$ cat src/rtl/rr_arbiter_4.sv
// Four-requester round-robin arbiter with a bounded hold time and a
// mandatory one-cycle idle gap between consecutive grants.
module rr_arbiter_4 #(
  parameter int HOLD_MAX = 8
) (
  input  logic       clk,
  input  logic       rst_n,
  input  logic       en,
  input  logic [3:0] req,
  input  logic       rel,
  output logic [3:0] gnt,
  output logic [1:0] gnt_id,
  output logic       gnt_valid,
  output logic       timeout
);

  localparam logic [1:0] IDLE  = 2'd0;
  localparam logic [1:0] GRANT = 2'd1;
  localparam logic [1:0] GAP   = 2'd2;

  localparam logic [7:0] HOLD_LIM = 8'(HOLD_MAX);

  logic [1:0] state;
  logic [1:0] last;
  logic [7:0] hold;
  logic [1:0] winner;
  logic [1:0] cand;
  logic       found;
  logic       hold_hit;
  logic       exit_grant;
  logic       exit_timeout;

  // Search starts just after the previous grantee so every requester gets a turn.
  always_comb begin
    winner = last;
    cand   = '0;
    found  = 1'b0;
    for (int k = 1; k <= 4; k++) begin
      cand = last + 2'(k);
      if (!found && req[cand]) begin
        winner = cand;
        found  = 1'b1;
      end
    end
  end

  assign hold_hit     = (hold == HOLD_LIM);
  assign exit_grant   = rel || !en || !req[gnt_id] || hold_hit;
  assign exit_timeout = !rel && en && req[gnt_id] && hold_hit;

  always_ff @(posedge clk or negedge rst_n) begin
    if (!rst_n) begin
      state     <= IDLE;
      gnt       <= 4'b0000;
      gnt_id    <= 2'b00;
      gnt_valid <= 1'b0;
      timeout   <= 1'b0;
      hold      <= 8'd0;
      last      <= 2'd3;
    end else begin
      timeout <= 1'b0;
      case (state)
        IDLE, GAP: begin
          if (en && (req != 4'b0000)) begin
            state     <= GRANT;
            gnt_id    <= winner;
            gnt       <= 4'b0001 << winner;
            gnt_valid <= 1'b1;
            hold      <= 8'd1;
          end else begin
            state     <= IDLE;
            gnt       <= 4'b0000;
            gnt_valid <= 1'b0;
          end
        end
        GRANT: begin
          // gnt_id is deliberately kept through the gap as the most recent grantee.
          if (exit_grant) begin
            state     <= GAP;
            last      <= gnt_id;
            hold      <= 8'd0;
            gnt       <= 4'b0000;
            gnt_valid <= 1'b0;
            timeout   <= exit_timeout;
          end else if (hold != 8'hFF) begin
            hold <= hold + 8'd1;
          end
        end
        default: begin
          state     <= IDLE;
          gnt       <= 4'b0000;
          gnt_valid <= 1'b0;
        end
      endcase
    end
  end

endmodule
$ cat config.mk
export PLATFORM = sky130hd
export DESIGN_NAME = rr_arbiter_4
export DESIGN_NICKNAME = d
export VERILOG_FILES = /design/src/rtl/rr_arbiter_4.sv
export SDC_FILE = /design/constraint.sdc
export NUM_CORES = 1
export LEC_CHECK = 0
export ABC_AREA = 1
export ABC_CLOCK_PERIOD_IN_PS = 1800
export BUFFER_PORTS_ARGS = -buffer_cell sky130_fd_sc_hd__buf_4
export CORE_MARGIN = 2
export CORE_UTILIZATION = 45
export CTS_CLUSTER_SIZE = 28
export DETAILED_ROUTE_END_ITERATION = 7
export MAX_ROUTING_LAYER = met4
export PLACE_DENSITY = 0.65
export REMOVE_ABC_BUFFERS = 1
export SETUP_SLACK_MARGIN = 0.2
export SYNTH_ARGS = -nofsm -noshare
export SYNTH_HDL_FRONTEND = slang
export SYNTH_SLANG_ARGS = --single-unit
$ cat constraint.sdc
create_clock -name clk -period 1.8 [get_ports clk]
set_clock_uncertainty 0.2 [all_clocks]
set_input_delay 0 -clock clk [delete_from_list [all_inputs] [get_ports clk]]
set_output_delay 0 -clock clk [all_outputs]
set_load 0.005 [all_outputs]
Word level (Yosys, flattened, before mapping)
Cells that the tools add are included.
- add/sub/neg operators: 4
- $lt $le $gt $ge: 5
- equality and inequality tests: 7
- shift operators: 1
- mux-type cells: 32
- reductions and logical operators: 23
- operators by type and width (cell ; count):
    8-bit two-way mux ; 3
    8-bit one-hot mux with 2 select lines ; 1
    2-bit by 3-bit < comparator with 1-bit output (second input constant) ; 5
    1-bit two-way mux ; 13
    1-bit binary-select mux with 2-bit select ; 5
    2-bit two-way mux ; 5
    8-bit by 1-bit adder with 8-bit output (second input constant) ; 1
    8-bit by 4-bit == test with 1-bit output (second input constant) ; 1
    4-bit two-way mux ; 2
    8-bit != test (second input constant) ; 1
    4-bit one-hot mux with 2 select lines ; 1
    1-bit logical AND ; 7
    1-bit logical NOT ; 6
    2-bit adder (second input constant) ; 2
    2-bit != test (second input constant) ; 2
    2-bit one-hot mux with 2 select lines ; 1
    2-bit AND reduction ; 2
    4-bit nonzero test ; 1
    1-bit by 2-bit left shift with 4-bit output (first input constant) ; 1
    1-bit logical OR ; 3
    3-bit != test (second input constant) ; 1
    3-bit AND reduction ; 1
    2-bit by 1-bit adder with 2-bit output (second input constant) ; 1
    2-bit by 1-bit == test with 1-bit output (second input constant) ; 1
    other kinds (5) ; 5
- flip-flop bits (word level): 20
- logic and storage cells: 79

Logic depth before layout (Yosys ltp)
Gate-level depths: netlist (run 1).
- word-level depth: 16
- mapped depth: 13
- depth with buffers taken out: 12

Least setup slack after synthesis (run 1)
OpenSTA, ideal clock, no wires.
- path kind: flip-flop to flip-flop
- start: reg last[0]
- end: reg gnt[2]
- data arrival time: 1.374 ns
- setup slack: 0.110 ns
- cell stages (with the launch flop): 13
- path buffers: 1
- clock period less this slack: 1.690 ns
- path through: dfstp_2 > buf_6 > inv_8 > nand2_1 > nand2_2 > nand2_4 > nand2_4 > o21ai_1 > nand2_1 > nand2_1 > nand2_1 > nand2_1 > nand2_1
- longest elaborated chain between the ends: 16
- elaborated cells between the ends (all ways): 27
- those cells by class: add/sub (3); shift (1); mux (17); reduce/logical (6)
- RTL lines (item ; line ; source):
    from (decl) ; 24 ; logic [1:0] last;
    from (signal assigned) ; 80 ; last <= gnt_id;
    2-bit by 1-bit adder with 2-bit output ; 39 ; cand = last + 2'(k);
    1-bit binary-select mux with 2-bit select ; 40 ; if (!found && req[cand]) begin
    1-bit two-way mux (implied by the code) ; 40 ;
    1-bit two-way mux ; 40 ;
    1-bit logical NOT ; 40 ;
    1-bit logical AND ; 40 ;
    1-bit two-way mux ; 40 ;
    1-bit logical NOT ; 40 ;
    1-bit logical AND ; 40 ;
    1-bit two-way mux ; 40 ;
    1-bit logical NOT ; 40 ;
    1-bit logical AND ; 40 ;
    2-bit two-way mux * ; 40 ;
    1-bit by 2-bit left shift with 4-bit output * ; 67 ; gnt <= 4'b0001 << winner;
    4-bit two-way mux * ; 64 ; if (en && (req != 4'b0000)) begin
    4-bit one-hot mux with 2 select lines * ; 62 ; case (state)
    to (signal assigned) ; 67 ;
    to (decl) ; 11 ; output logic [3:0] gnt,
Every way passes the cells marked *; elsewhere a longest branch is shown, timed or not. The select of a mux whose other input is x is not followed.
A chain may end at the register's enable or synchronous reset.

Worst setup path in the final report (run 1)
- start: reg hold[0]
- end: reg hold[0]
- longest elaborated chain between the ends: 4
- elaborated cells between the ends (all ways): 9
- those cells by class: add/sub (1); eq/ne (3); mux (3); reduce/logical (2)
- RTL lines (item ; line ; source):
    from (decl) ; 25 ; logic [7:0] hold;
    from (signal assigned) ; 86 ; hold <= hold + 8'd1;
    8-bit by 1-bit adder with 8-bit output / 8-bit by 4-bit == test with 1-bit output (equally long branches) ; 86, 47 ;
    8-bit two-way mux / 1-bit logical OR (equally long branches) ; 85, 48 ;
    8-bit two-way mux / 3-bit != test (equally long branches) ; - ;
    8-bit one-hot mux with 2 select lines / 3-bit AND reduction (equally long branches) ; - ;
Parallel ways exist; a longest one is shown, timed or not. The select of a mux whose other input is x is not followed.

==> results.md, run 1 <==
* Layout cell share with drive strength beyond 1 at 40.16%
* Final Critical Period at 1.844 ns
* Post-Synthesis Cells at 201
* CP max-delay cell: dfrtp_1
* Crit path largest cell delay at about 0.40 ns
* Most common cell after layout, fill and taps aside: nand2_1
* Post-route insts no fill at roughly 280
* Crit path buf inv count at 3
* Final setup fails at 13
* F_max at 542.2 MHz
* Die ar. at roughly 3500 sq um
* Number of synthesized flops with an enable pin at 0
* Crit path top cell by count: nand4_1
* Worst Max-Slew Pin Slew at between 0.8 and 0.9 ns
* Final core occ at roughly two thirds
* Vias per cell at a little over 5
* Max rail drop VDD at approximately 1200 uV
* Slew Limit Fails at 0
* Drt total wl at 3551 um
* Post-synthesis sequential element count at 20
* Nets at 260
* CP cell instances: inv_1 > ha_2 > inv_2 > nor2_2 > nand4_1 > nand4_1 > buf_4 > nand2_4 > nand3_2 > nand2_1
* Final HPWL DP at around 2500 um
* Final WS setup at -0.04431 ns
* Max_slew headroom at ~44%
* Failing checks: setup timing
* Status: finished with violations
* GRT Util Overall at between 20% and 30%
* Power Density at about 1400 nW/um^2
* GPL Wtd Cong at 0.8783
* RSZ-0062 raised after global routing: yes
* Hold Crit Class: in -> reg
* Min Hold Slack at 0.02815 ns
* First-pass DRT Iterations at 4
* Remaining Overflow, GRT at 0
* I/O Pins at 16
* Leakage at approximately 1.0 nW
* TritonCTS Buffers at 3
* CTS tree: done
* Top_reg_cell synth: dfrtp_1
* DRT antenna net count at 0
* N_diodes at 0
* PnR Total Power at 0.002676 W
* Post-Syn Area per Cell at ~7 sq um
* CP Launch Type: flop
* Crit-path leading delay family: simple AND/OR/NAND/NOR gates
* # port buffers at 15
* Largest net degree at the start of global routing at 19
* Post-synthesis cell type count at 22
* Kind of critical path: reg -> reg
* Post-synthesis sequential area ratio at 36.61%
* H-Tree Depth at 1
* Max Cap Violations at 0
* Hold Fails Final Rpt at 0
* Die height at ~59 um
* Clock Tree Root: clkbuf_4
* Worst skew pair latency at 0.31 ns
* Routed vias at roughly 1400
* Initial antenna violation count at 0
* Synth warn at 0
* Period utilization at 102.5%
* Die Wd at 59.26 um
* Most frequent cells in the layout: nand2_1 (61), buf_4 (36), nand2_2 (22)
* Vias in the first global route at 1412
* Worst-path fanout max at 4
* First-pass GRT wire length at around 6100 um
* Critical Path RT at 1.82 ns
* Worst Setup End Kind: flop
* TritonCTS Sinks at 20
* Iteration-0 DRC count of the detailed router at 65
* Synth Cell Area at approximately 1400 sq um
* Placed Instances at 265
* Arr. time, crit path at about 1.9 ns
* Number of remaining DRC errors at 0
* Asr flop ratio synth at between 90% and 100%
* Clock buffer depth at 2
* # rows at 20
* Initial cell density of the core at a little under half
* Area grow syn2layout at 41.80%
* Drt wl/cell at between 10 and 15 um
* Worst-path clk slew at about 0.12 ns
* Core box area at 2978 sq um
## cell usage after synthesis, drive strengths merged, types with 2 or more instances
| cell | n | area, sq um |
|---|---|---|
| dfrtp | 18 | 450.4 |
| dfstp | 2 | 52.55 |
| ha | 2 | 25.02 |
| inv | 24 | 97.59 |
| nand2 | 94 | 412.9 |
| nand3 | 22 | 122.6 |
| nand4 | 5 | 31.28 |
| nor2 | 15 | 63.81 |
| nor3 | 4 | 20.02 |
| o21ai | 8 | 40.03 |
| xor2 | 3 | 26.28 |
## per-layer routing
metal  track usage, %  vias to the layer above  share of wire (%)
met4            8.117                        0                1.2
met5                -                        -                  0
met3            2.838                        4                3.5
met1            31.74                      664                 47
met2            35.79                       36                 49
li1                 -                      730                  -
## state kept, by name (all words and copies together) (netlist names)
name       flops
timeout        1
last           2
gnt            4
hold           8
gnt_valid      1
state          2
gnt_id         2
## cell families after synthesis
logic type                 count (synthesis)  synth area share, %
and+or+nand+nor                          140                47.36
xor gates and xnor gates                   3                1.913
AOI/OAI and AO/OA                         10                3.733
buffers and inverters                     26                8.561
DFF                                       20                36.61
adders and majority gates                  2                1.821
## report_power, final
part,internal (W),total [W],switching (W)
registers,0.000566,0.000701,0.000135
clock network,0.0000865,0.000228,0.000142
logic,0.000703,0.00175,0.00104
total,0.00136,0.00268,0.00132
## layout make-up
type,instances,area [sq um]
Clock buffer,4,26.28
Inverter,25,111.4
Timing Repair Buffer,44,354.1
Multi-Input combinational cell,156,912.1
Sequential cell,20,503.0
Tap cell,33,41.29
Fill cell,278,1030
## path summary, 6_finish.rpt
check                                    startpoint                    to  slack (ns)  depth (start not counted)
worst min-delay path                         req[0]     timeout$_DFF_PN0_        0.03                          5
max in group asynchronous                     rst_n  state[1]$_DFFE_PN0P_        0.21                          3
worst max-delay path            hold[0]$_DFFE_PN0P_   hold[0]$_DFFE_PN0P_       -0.04                         10
worst min register to register   gnt[1]$_DFFE_PN0P_    gnt[1]$_DFFE_PN0P_        0.29                          2
worst max register to register  hold[0]$_DFFE_PN0P_   hold[0]$_DFFE_PN0P_       -0.04                         10
min in group asynchronous                     rst_n   last[0]$_DFFE_PN1P_        0.63                          3
## tightest hold or removal path, delay by kind of cell
kind,cells,cell delay (ns)
AND/OR/NAND/NOR,3,0.22
AO/OA/AOI/OAI,1,0.15
buffers and inverters,1,0.13
## repair_timing
item | 4_1_cts | 5_1_grt
hold buffers | 5 | 1
setup endpoints to repair | 20 | 38
pin swaps | 21 | 9
cloned | 1 | 0
gates resized for setup | 39 | 12
setup buffers | 7 | 0
hold endpoints to repair | 26 | 18
## through the flow
| step | instance area, sq um | worst slack [ns] | TNS [ns] |
|---|---|---|---|
| 4_1_cts | 1917 | -0.01309 | -0.02173 |
| 6_report | 1948 | -0.04431 | -0.3070 |
| 3_5_place_dp | 1644 | -0.02653 | -0.09877 |
| 5_1_grt | 1948 | -0.1662 | -2.039 |
| 3_3_place_gp | 1644 | 0.005829 | 0 |
| 2_1_floorplan | 1363 | 0.08955 | 0 |
No activity file was read; power rests on OpenSTA's default activity.
==> run 2: changes to the inputs <==
--- a/config.mk
+++ b/config.mk
@@ -8,7 +8,7 @@
 export ABC_AREA = 1
 export ABC_CLOCK_PERIOD_IN_PS = 1800
 export BUFFER_PORTS_ARGS = -buffer_cell sky130_fd_sc_hd__buf_4
-export CORE_MARGIN = 2
+export CORE_MARGIN = 3
 export CORE_UTILIZATION = 45
 export CTS_CLUSTER_SIZE = 28
 export DETAILED_ROUTE_END_ITERATION = 7
==> results.md, run 2 (synthesis gave the netlist of run 1 again) <==
* Max rail drop VDD at 1225 uV (+6.1%)
* Area grow syn2layout at 48.27%
* Initial antenna violation count at 0 (unchanged)
* CTS tree: done
* GRT Util Overall at 22.08% (-1.3 points)
* DRT antenna net count at 0 (unchanged)
* Max FFs per register at 8 (unchanged)
* Arr. time, crit path at 1.89 ns (+0.03 ns)
* Remaining Overflow, GRT at 0 (unchanged)
* H-Tree Depth at 1 (unchanged)
* First-pass GRT wire length at 6009 um (-2.1%)
* GPL Wtd Cong at 0.8478 (-3.5%)
* Final WS setup at -0.02840 ns (+0.01591 ns)
* Vias per cell at 5.181 (+1.9%)
* Final setup fails at 8 (-5)
* Final HPWL DP at 2468 um (-0.47%)
* Die ar. at 3752 sq um (+6.9%)
* Min Hold Slack at 0.01248 ns (-0.01567 ns)
* Drt wl/cell at 12.59 um (about the same)
* CP Launch Type: flop
* Placed Instances at 265 (unchanged)
* Critical Path RT at 1.86 ns (+0.04 ns)
* Iteration-0 DRC count of the detailed router at 55 (-15%)
* Clock Tree Root: clkbuf_4
* Kind of critical path: reg -> reg
* Biggest regs: hold: 8 flops, gnt: 4 flops
* Max Cap Violations at 0 (unchanged)
* Leakage at 1.078 nW (+4.5%)
* Vias in the first global route at 1382 (-2.1%)
* I/O Pins at 16 (unchanged)
* Initial cell density of the core at 48.56% (+2.4 points)
* Worst Max-Slew Pin Slew at 0.7973 ns (-0.03703 ns)
* Period utilization at 101.6% (-0.88 points)
* Post-route insts no fill at 287 (+1.8%)
* Hold Fails Final Rpt at 0 (unchanged)
* N_diodes at 0 (unchanged)
* Worst skew pair latency at 0.31 ns (about the same)
* Final Critical Period at 1.828 ns (-0.01591 ns)
* TritonCTS Sinks at 20 (unchanged)
* Max_slew headroom at 46.67% (+2.5 points)
* TritonCTS Buffers at 3 (unchanged)
* Power Density at 1480 nW/um^2 (+7.7%)
* Top reg by flops: hold
* Largest net degree at the start of global routing at 19 (unchanged)
* Clock buffer depth at 2 (unchanged)
* # rows at 19 (-5.0%)
* Failing checks: setup timing
* Most frequent cells in the layout: nand2_1 (62), buf_4 (41), nand2_2 (20)
* Die height at 61.26 um (+3.4%)
* Number of remaining DRC errors at 0 (unchanged)
* Status: finished with violations
* Layout cell share with drive strength beyond 1 at 43.36% (+3.2 points)
* RSZ-0062 raised after global routing: yes
* Worst-path fanout max at 7 (+3)
* Slew Limit Fails at 0 (unchanged)
* Core box area at 2829 sq um (-5.0%)
* Die Wd at 61.26 um (+3.4%)
* Routed vias at 1487 (+3.7%)
* F_max at 546.9 MHz (+0.87%)
* Hold Crit Class: in -> reg
* Drt total wl at 3614 um (+1.8%)
* Nets at 267 (+2.7%)
* Worst Setup End Kind: flop
* First-pass DRT Iterations at 4 (unchanged)
* # port buffers at 15 (unchanged)
* Worst-path clk slew at 0.12 ns (about the same)
* Most common cell after layout, fill and taps aside: nand2_1
==> run 2: cell count changes in the layout (fill, tap and decap cells not counted), moves of 2 or more <==
cell / previous run / this run
dfrtp_2: 0 / 2
inv_2: 2 / 4
dfrtp_1: 18 / 16
nand2_2: 22 / 20
buf_6: 3 / 5
buf_4: 36 / 41
==> run 2: critical path: stages, from the launching register on <==
cell and delay, ns:
dfstp_2 0.62, inv_2 0.12, nand2_2 0.09, nand2_4 0.07, nand2_4 0.11, nand2_8 0.08
clkinv_4 0.06, nand3_4 0.08, nand2_2 0.07, nand2_2 0.07, nor2_4 0.11, nand2_1 0.06
nand2_1 0.05
==> run 2: through the flow <==
| stage | util, % | TNS [ns] | cell area, sq um | setup WS [ns] | power (W) |
|---|---|---|---|---|---|
| after global placement | 58.56 | 0 | 1657 | 0.04239 | 0.002054 |
| final | 72.00 | -0.1197 | 2037 | -0.02840 | 0.003014 |
| after CTS | 67.05 | -0.001648 | 1897 | -0.001648 | 0.002686 |
| after global routing | 72.00 | -1.432 | 2037 | -0.1352 | 0.003268 |
| after detailed placement | 58.56 | -0.0004020 | 1657 | -0.0003085 | 0.002098 |
| after floorplan | - | 0 | 1363 | 0.08955 | 0.001633 |
==> run 2: cell type report <==
cell class,instances,area (sq um)
Tap cell,31,38.79
Timing Repair Buffer,51,414.1
Multi-Input combinational cell,156,917.1
Clock inverter,1,30.03
Inverter,25,108.9
Sequential cell,20,505.5
Clock buffer,3,22.52
Fill cell,204,792.0
==> run 2: what timing repair did <==
| item | 4_1_cts | 5_1_grt |
|---|---|---|
| cloned | 1 | 0 |
| endpoints found under the hold margin | 26 | 18 |
| endpoints found under the setup margin | 19 | 38 |
| setup buffers | 6 | 6 |
| pin swaps | 14 | 17 |
| resized for setup | 27 | 30 |
| hold buffers | 5 | 1 |
==> run 2: routing by layer <==
layer | vias up | part of all wire [%] | global-route usage, %
met1 | 693 | 46 | 29.29
met4 | 0 | 1.2 | 4.334
met3 | 6 | 6.3 | 4.822
met5 | - | 0 | -
li1 | 743 | - | -
met2 | 45 | 47 | 34.74
==> run 2: power breakdown <==
part / leakage, nW / switching (W) / internal [W] / total (W)
registers: 0.258 / 0.000137 / 0.000568 / 0.000705
logic: 0.792 / 0.00110 / 0.000842 / 0.00194
clock network: 0.0279 / 0.000140 / 0.000225 / 0.000365
==> run 2: final timing paths <==
kind	start	endpoint	slack, ns	cells after the start
min	req[1]	timeout$_DFF_PN0_	0.01	7
max	last[1]$_DFFE_PN1P_	gnt[2]$_DFFE_PN0P_	-0.03	12
max in group asynchronous	rst_n	hold[3]$_DFFE_PN0P_	0.19	3
min in group asynchronous	rst_n	last[1]$_DFFE_PN1P_	0.64	3
max reg2reg	last[1]$_DFFE_PN1P_	gnt[2]$_DFFE_PN0P_	-0.03	12
min reg2reg	gnt_valid$_DFFE_PN0P_	gnt_valid$_DFFE_PN0P_	0.30	2
